===== src/rtl/mmio_word_ports.sv =====
// Memory-mapped bank of NUM_IN input and NUM_OUT output word channels.
// Define INPUT_SYNC_EN to add a 2-flop synchroniser ahead of input capture.
module mmio_word_ports #(
    parameter int                DATA_W    = 32,
    parameter int                ADDR_W    = 32,
    parameter int                NUM_IN    = 2,
    parameter int                NUM_OUT   = 2,
    parameter logic [DATA_W-1:0] OUT_RESET = '0
) (
    input  logic                      clock,
    input  logic                      reset,
    input  logic                      req_valid,
    output logic                      req_ready,
    input  logic                      req_we,
    input  logic [ADDR_W-1:0]         req_addr,
    input  logic [DATA_W-1:0]         req_wdata,
    input  logic [DATA_W/8-1:0]       req_be,
    output logic                      resp_valid,
    input  logic                      resp_ready,
    output logic [DATA_W-1:0]         resp_rdata,
    output logic                      resp_err,
    input  logic [NUM_IN*DATA_W-1:0]  in_words,
    output logic [NUM_OUT*DATA_W-1:0] out_words
);
    localparam int BE_W = DATA_W / 8;

    logic [DATA_W-1:0]        inCap [NUM_IN];
    logic [DATA_W-1:0]        inPrev [NUM_IN];
    logic [DATA_W-1:0]        outReg [NUM_OUT];
    logic [NUM_IN-1:0]        flags;
    logic [NUM_IN-1:0]        changeNow;
    logic [NUM_IN*DATA_W-1:0] capSrc;

    logic              respValid;
    logic [DATA_W-1:0] respRdata;
    logic              respErr;

    logic [3:0]        idx;
    logic              aligned, inRange;
    logic              isIn, isOut, isStat;
    logic              inHit, outHit, okAcc;
    logic              accept, statRead;
    logic [DATA_W-1:0] inData, outData, statWord, rdVal;

`ifdef INPUT_SYNC_EN
    logic [NUM_IN*DATA_W-1:0] sync1, sync2;

    always_ff @(posedge clock) begin
        if (reset) begin
            sync1 <= '0;
            sync2 <= '0;
        end else begin
            sync1 <= in_words;
            sync2 <= sync1;
        end
    end

    assign capSrc = sync2;
`else
    assign capSrc = in_words;
`endif

    assign req_ready  = !respValid || resp_ready;
    assign accept     = req_valid && req_ready;
    assign resp_valid = respValid;
    assign resp_rdata = respRdata;
    assign resp_err   = respErr;

    assign idx     = req_addr[5:2];
    assign aligned = req_addr[1:0] == 2'b00;
    assign inRange = req_addr[ADDR_W-1:8] == '0;
    assign isIn    = req_addr[7:6] == 2'b00;
    assign isOut   = req_addr[7:6] == 2'b01;
    assign isStat  = req_addr[7:2] == 6'b100000;

    always_comb begin
        inHit    = 1'b0;
        outHit   = 1'b0;
        inData   = '0;
        outData  = '0;
        statWord = '0;
        for (int i = 0; i < NUM_IN; i++) begin
            changeNow[i] = inCap[i] != inPrev[i];
            if (idx == 4'(i)) begin
                inHit  = 1'b1;
                inData = inCap[i];
            end
        end
        for (int j = 0; j < NUM_OUT; j++) begin
            if (idx == 4'(j)) begin
                outHit  = 1'b1;
                outData = outReg[j];
            end
        end
        statWord[NUM_IN-1:0] = flags;
    end

    // IN and STATUS are read-only; any other miss is an error with no side effect
    always_comb begin
        okAcc = aligned && inRange &&
                ((isIn && inHit && !req_we) ||
                 (isOut && outHit) ||
                 (isStat && !req_we));
        rdVal = '0;
        if (okAcc && !req_we) begin
            unique case (1'b1)
                isIn:    rdVal = inData;
                isOut:   rdVal = outData;
                isStat:  rdVal = statWord;
                default: rdVal = '0;
            endcase
        end
    end

    assign statRead = accept && okAcc && isStat;

    always_ff @(posedge clock) begin
        if (reset) begin
            for (int i = 0; i < NUM_IN; i++) begin
                inCap[i]  <= '0;
                inPrev[i] <= '0;
            end
            for (int j = 0; j < NUM_OUT; j++) begin
                outReg[j] <= OUT_RESET;
            end
            flags     <= '0;
            respValid <= 1'b0;
            respRdata <= '0;
            respErr   <= 1'b0;
        end else begin
            for (int i = 0; i < NUM_IN; i++) begin
                inCap[i]  <= capSrc[i*DATA_W +: DATA_W];
                inPrev[i] <= inCap[i];
            end
            // A change seen in the clearing cycle must survive the clear
            flags <= (statRead ? '0 : flags) | changeNow;
            if (accept && req_we && okAcc && isOut) begin
                for (int j = 0; j < NUM_OUT; j++) begin
                    if (idx == 4'(j)) begin
                        for (int b = 0; b < BE_W; b++) begin
                            if (req_be[b]) begin
                                outReg[j][8*b +: 8] <= req_wdata[8*b +: 8];
                            end
                        end
                    end
                end
            end
            if (accept) begin
                respValid <= 1'b1;
                respRdata <= rdVal;
                respErr   <= !okAcc;
            end else if (resp_ready) begin
                respValid <= 1'b0;
            end
        end
    end

    for (genvar j = 0; j < NUM_OUT; j++) begin : g_out
        assign out_words[j*DATA_W +: DATA_W] = outReg[j];
    end

endmodule


===== config.mk =====
export PLATFORM = sky130hd
export DESIGN_NAME = mmio_word_ports
export DESIGN_NICKNAME = d
export VERILOG_FILES = /design/src/rtl/mmio_word_ports.sv
export SDC_FILE = /design/constraint.sdc
export NUM_CORES = 1
export LEC_CHECK = 0
export BUFFER_PORTS_ARGS = -buffer_cell sky130_fd_sc_hd__buf_2
export CAP_MARGIN = 20
export CORE_MARGIN = 5
export CORE_UTILIZATION = 56
export CTS_CLUSTER_SIZE = 14
export DETAILED_ROUTE_END_ITERATION = 16
export HOLD_SLACK_MARGIN = 0.06
export MAX_ROUTING_LAYER = met4
export PLACE_DENSITY = 0.83
export SLEW_MARGIN = 20
export SYNTH_ARGS = -nofsm -noshare
export SYNTH_HDL_FRONTEND = slang
export SYNTH_SLANG_ARGS = --single-unit

===== constraint.sdc =====
create_clock -name clock -period 4.51 [get_ports clock]
set_clock_uncertainty 0.1 [all_clocks]
set_input_delay 0.6765 -clock clock [delete_from_list [all_inputs] [get_ports clock]]
set_output_delay 0.6765 -clock clock [all_outputs]
set_load 0.05 [all_outputs]

Yosys cells after proc, flatten, opt, wreduce, memory -nomap -nowiden --
Memory sizes are Yosys's and may differ from the RTL's. Cells that the tools add are included.
Storage, ports and cells: register bits after elaboration 36, bits in writable memories 192, bits of input ports 137, output and inout port bits 99, word-level logic and storage cells 111, memories kept 3
Operators by class: equality and inequality tests 5, muxes and demuxes 62, bitwise logic cells 13, reductions and logical operators 24
Memories:
- inCap | depth 2, width 32, rd ports 2, clocked after Yosys merged registers in 0, wr ports 2, RTL line 27 | logic [DATA_W-1:0] inCap [NUM_IN];
- inPrev | depth 2, width 32, rd ports 2, clocked after Yosys merged registers in 0, wr ports 2, RTL line 28 | logic [DATA_W-1:0] inPrev [NUM_IN];
- outReg | depth 2, width 32, rd ports 2, clocked after Yosys merged registers in 0, wr ports 2, RTL line 29 | logic [DATA_W-1:0] outReg [NUM_OUT];
Operators with widths (count):
- $mux W32 | 9
- $pmux W32 S3 | 1
- $mux W8 | 8
- $ne A32 B32 Y1 | 2
- $mux W1 | 43
- $logic_not A24 Y1 | 1
- $logic_and A1 B1 Y1 | 13
- $or A1 B1 Y1 | 12
- $eq A6 B6 Y1 const B | 1
- $eq A4 B1 Y1 const B | 1
- $logic_not A2 Y1 | 2
- $logic_not A4 Y1 | 1
- $logic_not A1 Y1 | 3
- $logic_or A1 B1 Y1 | 3
- $eq A2 B1 Y1 const B | 1
- $mux W2 | 1
- $or A2 B2 Y2 | 1
- $reduce_bool A2 Y1 | 1

Depth between registers and ports, before layout --
Gate-level depths: netlist of run 1.
depth after elaboration 14, mapped depth 8, mapped depth without buffers 5

Worst setup path before layout of run 1 --
Ideal clock, no wire load.
path type input port to flip-flop, start point in resp_ready, end point mem outReg[1][0], enable pin, data arrival time 2.647 ns, required time 4.080 ns, slack 1.433 ns, stages 6, path buffers 1, cell sequence nand2b_1 -> nand3_1 -> or4_1 -> buf_2 -> nor2_1 -> a41o_1
RTL lines:
- start: declaration | RTL line 19 | input logic resp_ready,
- end: declaration | RTL line 29

==> impl_results.md, run 1 <==
- Status: finished clean
- PD cells: 411 mW/mm^2
- DP HPWL: 16.4 mm
- Final worst path period need: 2.95 ns
- Final total negative setup slack: 0 ns
- Multi-input logic area: 0.00329 mm^2
- CTS tree: yes
- Crit-path cells: buf_2 > nor4_1 > nand3_1 > or4_1 > nor4_4 > buf_4 > and2_1
- Max-slew headroom: 0.435
- Post-Syn Nets: 846
- Placed inst area: 0.0101 mm^2
- Hold buffers post-CTS: 0
- Clock tree buffer depth: 3
- CP max-delay cell: nor4_4
- Routed len/inst: 19.1 um
- Sinks on Clock Net: 228
- Global routing's busiest layer: met2
- Crit. End Element: flip-flop
- GPL Wtd Cong: 0.827
- Vias: 6127
- Crit path DAT: 3.21 ns
- Grt ovf: 0
- Mapped cell area: 0.00876 mm^2
- Vias in the first global route: 6350
- ANT nets after route: 0
- Initial Util: 0.574
- Clk_lat worst skew: 0.51 ns
- Slew @ Worst Pin: 0.841 ns
- First drt pass iteration count: 5
- All-Layer GR Usage: 0.251
- Fmax: 339 MHz
- PortBufs: 235
- Final net count: 1081
- Most frequent cells in the layout: buf_2, dfxtp_1, nor2b_1, xnor2_1, edfxtp_1
- Fillers: 1121
- CP max FO: 17
- H-tree levels: 1
- Clock tree root driver cell: clkbuf_16
- DRT iter0 DRCs: 342
- Register area: 0.00520 mm^2
- Chip Height: 135 um
- Seq cells post-synth: 228
- Overall die width: 135 um
- Pin count of the biggest net entering global routing: 68
- Clock transition at path regs: 0.06 ns
- Crit Path Class: in -> reg
- Final instance area: 0.0109 mm^2
- Die area: 0.0182 mm^2
- Fin crit share: 0.655
- Final Hold Vio Count: 0
- Worst stage delay on the critical path: 0.80 ns
- Row cnt: 45
- Core area: 0.0153 mm^2
- Power consumption: 4.48 mW
- CP Launch Type: input pin
- HP Class: in -> reg
- DRT Wirelength: 22.4 mm
- Hold slack: 0.273 ns
- Final Setup Violations: 0
- Post-CTS sizing: 0
- Met3 Track Usage GR: 0.0455
- Commonest non-fill, non-tap cell in the layout: buf_2
- Antenna violations before repair: 2
- Layout cells sized above 1: 0.359
- First-pass GRT wire length: 34.0 mm
- Core Util, Final: 0.714
- Slew Limit Fails: 0
- Vias per cell: 5.22
- RSZ-0062 raised after global routing: false
- Met2 Use GR: 0.419
- Worst VDD drop: 0.248 mV
- Area Growth Syn to Fin: 24.4%
- Warnings, synthesis: 0
- Post-CTS Setup Bufs: 0
- I/O Pins: 236
- Max cap viols: 0
- Crit path required time: 4.76 ns
- Leakage power: 4.53 nW
- Unique masters post-synth: 32
- Post-synthesis sequential area ratio: 0.594
- Grt met1 use: 0.314
- # DRC: 0
- Synthesized area per cell: 12.4 um^2
- Post-Syn Instances: 709
- Cts bufs inserted: 23
final cells by class:
class / instances / area share
diodes: 2 / 0.000460
clock buffers: 32 / 0.0587
repair buffers: 244 / 0.116
multi-input cells: 416 / 0.302
inverters: 31 / 0.0107
flip-flops and latches: 228 / 0.478
well taps: 211 / 0.0242
clock inverters: 10 / 0.00954
state kept, by name, indices dropped and copies added, names as in the netlist:
register	count
inCap	64
inPrev	64
outReg	64
resp_rdata	32
flags	2
resp_err	1
resp_valid	1
power breakdown:
| group | internal, mW | leakage (nW) | switching (mW) |
|---|---|---|---|
| Clock | 1.11 | 0.364 | 0.762 |
| Combinational | 0.169 | 2.13 | 0.207 |
| Sequential | 2.17 | 2.04 | 0.0591 |
| Total | 3.45 | 4.53 | 1.03 |
cells by family (layout without fill, tap and decap cells):
group	after synthesis	after routing	synth area share
buffers and inverters	65	317	0.0311
AO/OA/AOI/OAI	47	47	0.0413
AND/OR/NAND/NOR	273	273	0.187
other	0	2	0
flip-flops	228	228	0.594
XOR/XNOR	64	64	0.0640
multiplexers	32	32	0.0823
path summary, 6_finish.rpt:
| path | startpoint | to | slack (ns) | cells past startpoint |
|---|---|---|---|---|
| setup / recovery | req_addr[29] | outReg[0][5] | 1.56 | 7 |
| hold / removal | in_words[24] | inCap[0][24] | 0.27 | 2 |
| setup reg to reg | resp_valid | outReg[0][5] | 1.59 | 6 |
| hold reg to reg | resp_rdata[14] | resp_rdata[14] | 0.34 | 2 |
worst max-delay path, delay by kind of cell:
family	cells	cell delay (ns)
buffers and inverters	2	0.44
and+or+nand+nor	5	2.08
Yosys cell counts, drive strengths merged:
cell type  count  area, um^2
dfxtp        164        3280
nor2b        132         826
edfxtp        64        1920
xnor2         64         561
and2          56         350
o21ai         33         259
mux4          32         721
nand2         32         120
inv           31         116
clkbuf        25        93.8
nand4         16         100
nor4          11        83.8
buf            9        62.6
nor3           8        40.0
a31o           4        35.0
a31oi          4        25.0
nor2           4        15.0
a21oi          3        15.0
nand3          3        15.0
nand4b         3        26.3
or2            3        18.8
a22o           2        17.5
nand2b         2        12.5
or4            2        18.8
a41o           1        10.0
and4b          1        10.0
stage by stage:
stage / cells / setup slack [ns]
after floorplan: 709 / 1.43
after CTS: 1171 / 1.53
after detailed placement: 1129 / 1.02
after global routing: 1174 / 1.37
after global placement: 1129 / 1.09
final: 1174 / 1.56
per-layer routing:
layer | wire [um] | vias to the layer above
met4 | 595 | 0
met2 | 11100 | 255
li1 | - | 2877
met5 | 0 | -
met1 | 8980 | 2946
met3 | 1720 | 49
(Power assumes the default switching activity.)
==> run 2, diff against run 1 <==
- ABC_AREA: default -> 1
- CORE_UTILIZATION: 56 -> 53
- PLACE_DENSITY: 0.83 -> 0.79
- clock period: 4.51 -> 2.8 ns (I/O delays scaled with it)
==> run 2 against run 1 <==
Against the previous run: worst setup slack got worse by 0.85 ns; sequential share of layout area fell by 5.7 points; final area rose by 14%; die area rose by 13%; synthesized cell count rose by 59%; sequential power rose by 61%; critical path depth rose by 3; wire length rose by 17%; global-route usage rose by 0.39 points; sequential cell count did not move; synthesized area rose by 8.2%.
==> impl_results.md, run 2 <==
- Number of synthesized flops with an enable pin: 64
- Final Hold Vio Count: 0
- Overall die width: 144 um
- Placed Instances: 1558
- Unique masters post-synth: 29
- Fin cells: 1670
- CP Launch Type: flip-flop
- Leakage power: 6.00 nW
- Beginning of the critical path: resp_valid
- Post-route setup slack: 0.705 ns
- H-tree levels: 1
- Met3 WL: 2.03 mm
- PortBufs: 235
- Layout cells sized above 1: 0.234
- PD cells: 620 mW/mm^2
- Grt ovf: 0
- DRT iter0 DRCs: 543
- Clk_lat worst skew: 0.51 ns
- Most numerous cell in the Yosys netlist: nand2_1
- Slew Limit Fails: 0
- Largest regs: inCap x64, inPrev x64, outReg x64
- First drt pass iteration count: 5
- Met2 wire length: 12.5 mm
- Fin crit share: 0.748
- HP Class: in -> reg
- Pint: 5.85 mW
- Psw: 1.82 mW
- Synth area leaders: dfxtp_1, edfxtp_1, nand2_1
- Primary FF master, synth: dfxtp_1
- Clock tree root driver cell: clkbuf_16
- Final Setup Violations: 0
- Max cap viols: 0
- CP max FO: 10
- Crit path required time: 2.92 ns
- Core area: 0.0178 mm^2
- Seq cells post-synth: 228
- Vias per cell: 4.89
- # DRC: 0
- Fmax: 477 MHz
- Pin count of the biggest net entering global routing: 164
- Post-Syn Instances: 1124
- Synthesized area per cell: 8.43 um^2
- Worst Hold Depth: 3
- Final total negative setup slack: 0 ns
- Hold path start: req_wdata[9]
- Clock transition at path regs: 0.06 ns
- Crit Path Class: reg -> reg
- Chip Height: 144 um
- Post-Syn Nets: 1261
- Async S/R FF share, synth: 0
- Sw Ratio: 0.237
- R2R Path Start: resp_valid
- Vias: 8168
- Post-synthesis sequential area ratio: 0.549
- Crit. End Element: flip-flop
- Highest routed layer: met4
- DRT Wirelength: 26.1 mm
- Logic pwr share: 0.099
- Row cnt: 49
- Sinks on Clock Net: 228
- Slew @ Worst Pin: 0.801 ns
- Met1 Wirelength: 10.7 mm
- All-Layer GR Usage: 0.254
- Most frequent cells in the layout: nand2_1, buf_2, inv_1, nor2_1, dfxtp_1
- CTS tree: yes
- Setup WS pre-CTS: 0.441 ns
- R2R depth: 10
- RSZ-0062 raised after global routing: false
- DP HPWL: 17.7 mm
- Final net count: 1558
- Max-slew headroom: 0.466
- I/O Pins: 236
- Sequential power share: 0.468
- Crit path DAT: 2.22 ns
- First-pass GRT wire length: 40.3 mm
- Commonest non-fill, non-tap cell in the layout: nand2_1
- Fillers: 1309
- Clock tree buffer depth: 3
- Cts bufs inserted: 24
- Warnings, synthesis: 0
- ANT nets after route: 0
- Die area: 0.0207 mm^2
- Worst VDD drop: 0.526 mV
- Initial Util: 0.533
- Clk pwr share: 0.433
- Share of the synthesized area in the top cell type: 0.346
- Post-synth top area cell: dfxtp_1
- Top post-synthesis cells by count: nand2_1, inv_1, nor2_1
- Mapped cell area: 0.00948 mm^2
- Area Growth Syn to Fin: 30.4%
- Vias in the first global route: 8072
- Hold slack: 0.0796 ns
- Antenna violations before repair: 2
- Final worst path period need: 2.09 ns
- GPL Wtd Cong: 0.837
- Status: finished clean
- Routed len/inst: 15.7 um
## run 2: cell types whose count changed after synthesis, sizes merged, moves of 27 or more
cell,delta
nor2,+167
inv,+175
o21ai,-27
mux4,-32
nand2,+212
o22ai,+32
a21oi,+37
a22o,+28
and2,-56
nor2b,-132
## run 2: per-stage QoR
stage                     total power [mW]   util  area (um^2)
after floorplan                       4.08      -         9480
after global placement                4.32  0.611        10900
after detailed placement              4.33  0.611        10900
after CTS                             7.68  0.695        12400
after global routing                  7.94  0.695        12400
final                                 7.67  0.695        12400
## run 2: cell families after synthesis
group                  synth area share
XOR/XNOR                         0.0517
AO/OA/AOI/OAI                    0.0750
flip-flops                        0.549
buffers and inverters             0.108
AND/OR/NAND/NOR                   0.216
## run 2: area by class of cell
type | instances | area [um^2] | area share
inverters | 208 | 782 | 0.0632
diodes | 3 | 7.51 | 0.000607
well taps | 229 | 287 | 0.0232
repair buffers | 319 | 2000 | 0.162
clock buffers | 33 | 672 | 0.0543
flip-flops and latches | 228 | 5200 | 0.421
clock inverters | 10 | 161 | 0.0131
multi-input cells | 640 | 3250 | 0.263
## run 2: critical path: stages, from the launching register on
cell and delay [ns]:
dfxtp_1 0.33, nand2_2 0.10, nand2_2 0.05, nor2_1 0.08, nand2_1 0.08, nor2_2 0.16
nand2_2 0.08, nor3_4 0.20, nand2_2 0.21, o21ai_0 0.20, buf_4 0.19
## run 2: timing repair
| action | CTS | global route |
|---|---|---|
| hold buffers | 66 | 0 |
| buffers inserted | 0 | 0 |
| gates resized for setup | 0 | 0 |
| hold endpoints to repair | 66 | 0 |
## run 2: metal layers
metal	vias up	global-route usage
met3	69	0.0509
met1	3747	0.321
met2	297	0.411
met5	-	-
li1	4055	-
met4	0	0.0882
## run 2: power groups by stage
| stage | Combinational [mW] | Clock (mW) | Sequential (mW) |
|---|---|---|---|
| after floorplan | 0.302 | 0 | 3.78 |
| after global placement | 0.663 | 0 | 3.65 |
| after detailed placement | 0.673 | 0 | 3.66 |
| after CTS | 0.748 | 3.35 | 3.59 |
| after global routing | 0.823 | 3.52 | 3.60 |
| final | 0.758 | 3.32 | 3.59 |
## run 2: path summary, 6_finish.rpt
path / slack, ns / to
worst max-delay path: 0.71 / outReg[1][22]
worst min-delay path: 0.08 / outReg[0][9]
worst max register to register: 0.71 / outReg[1][22]
worst min register to register: 0.36 / inPrev[0][33]
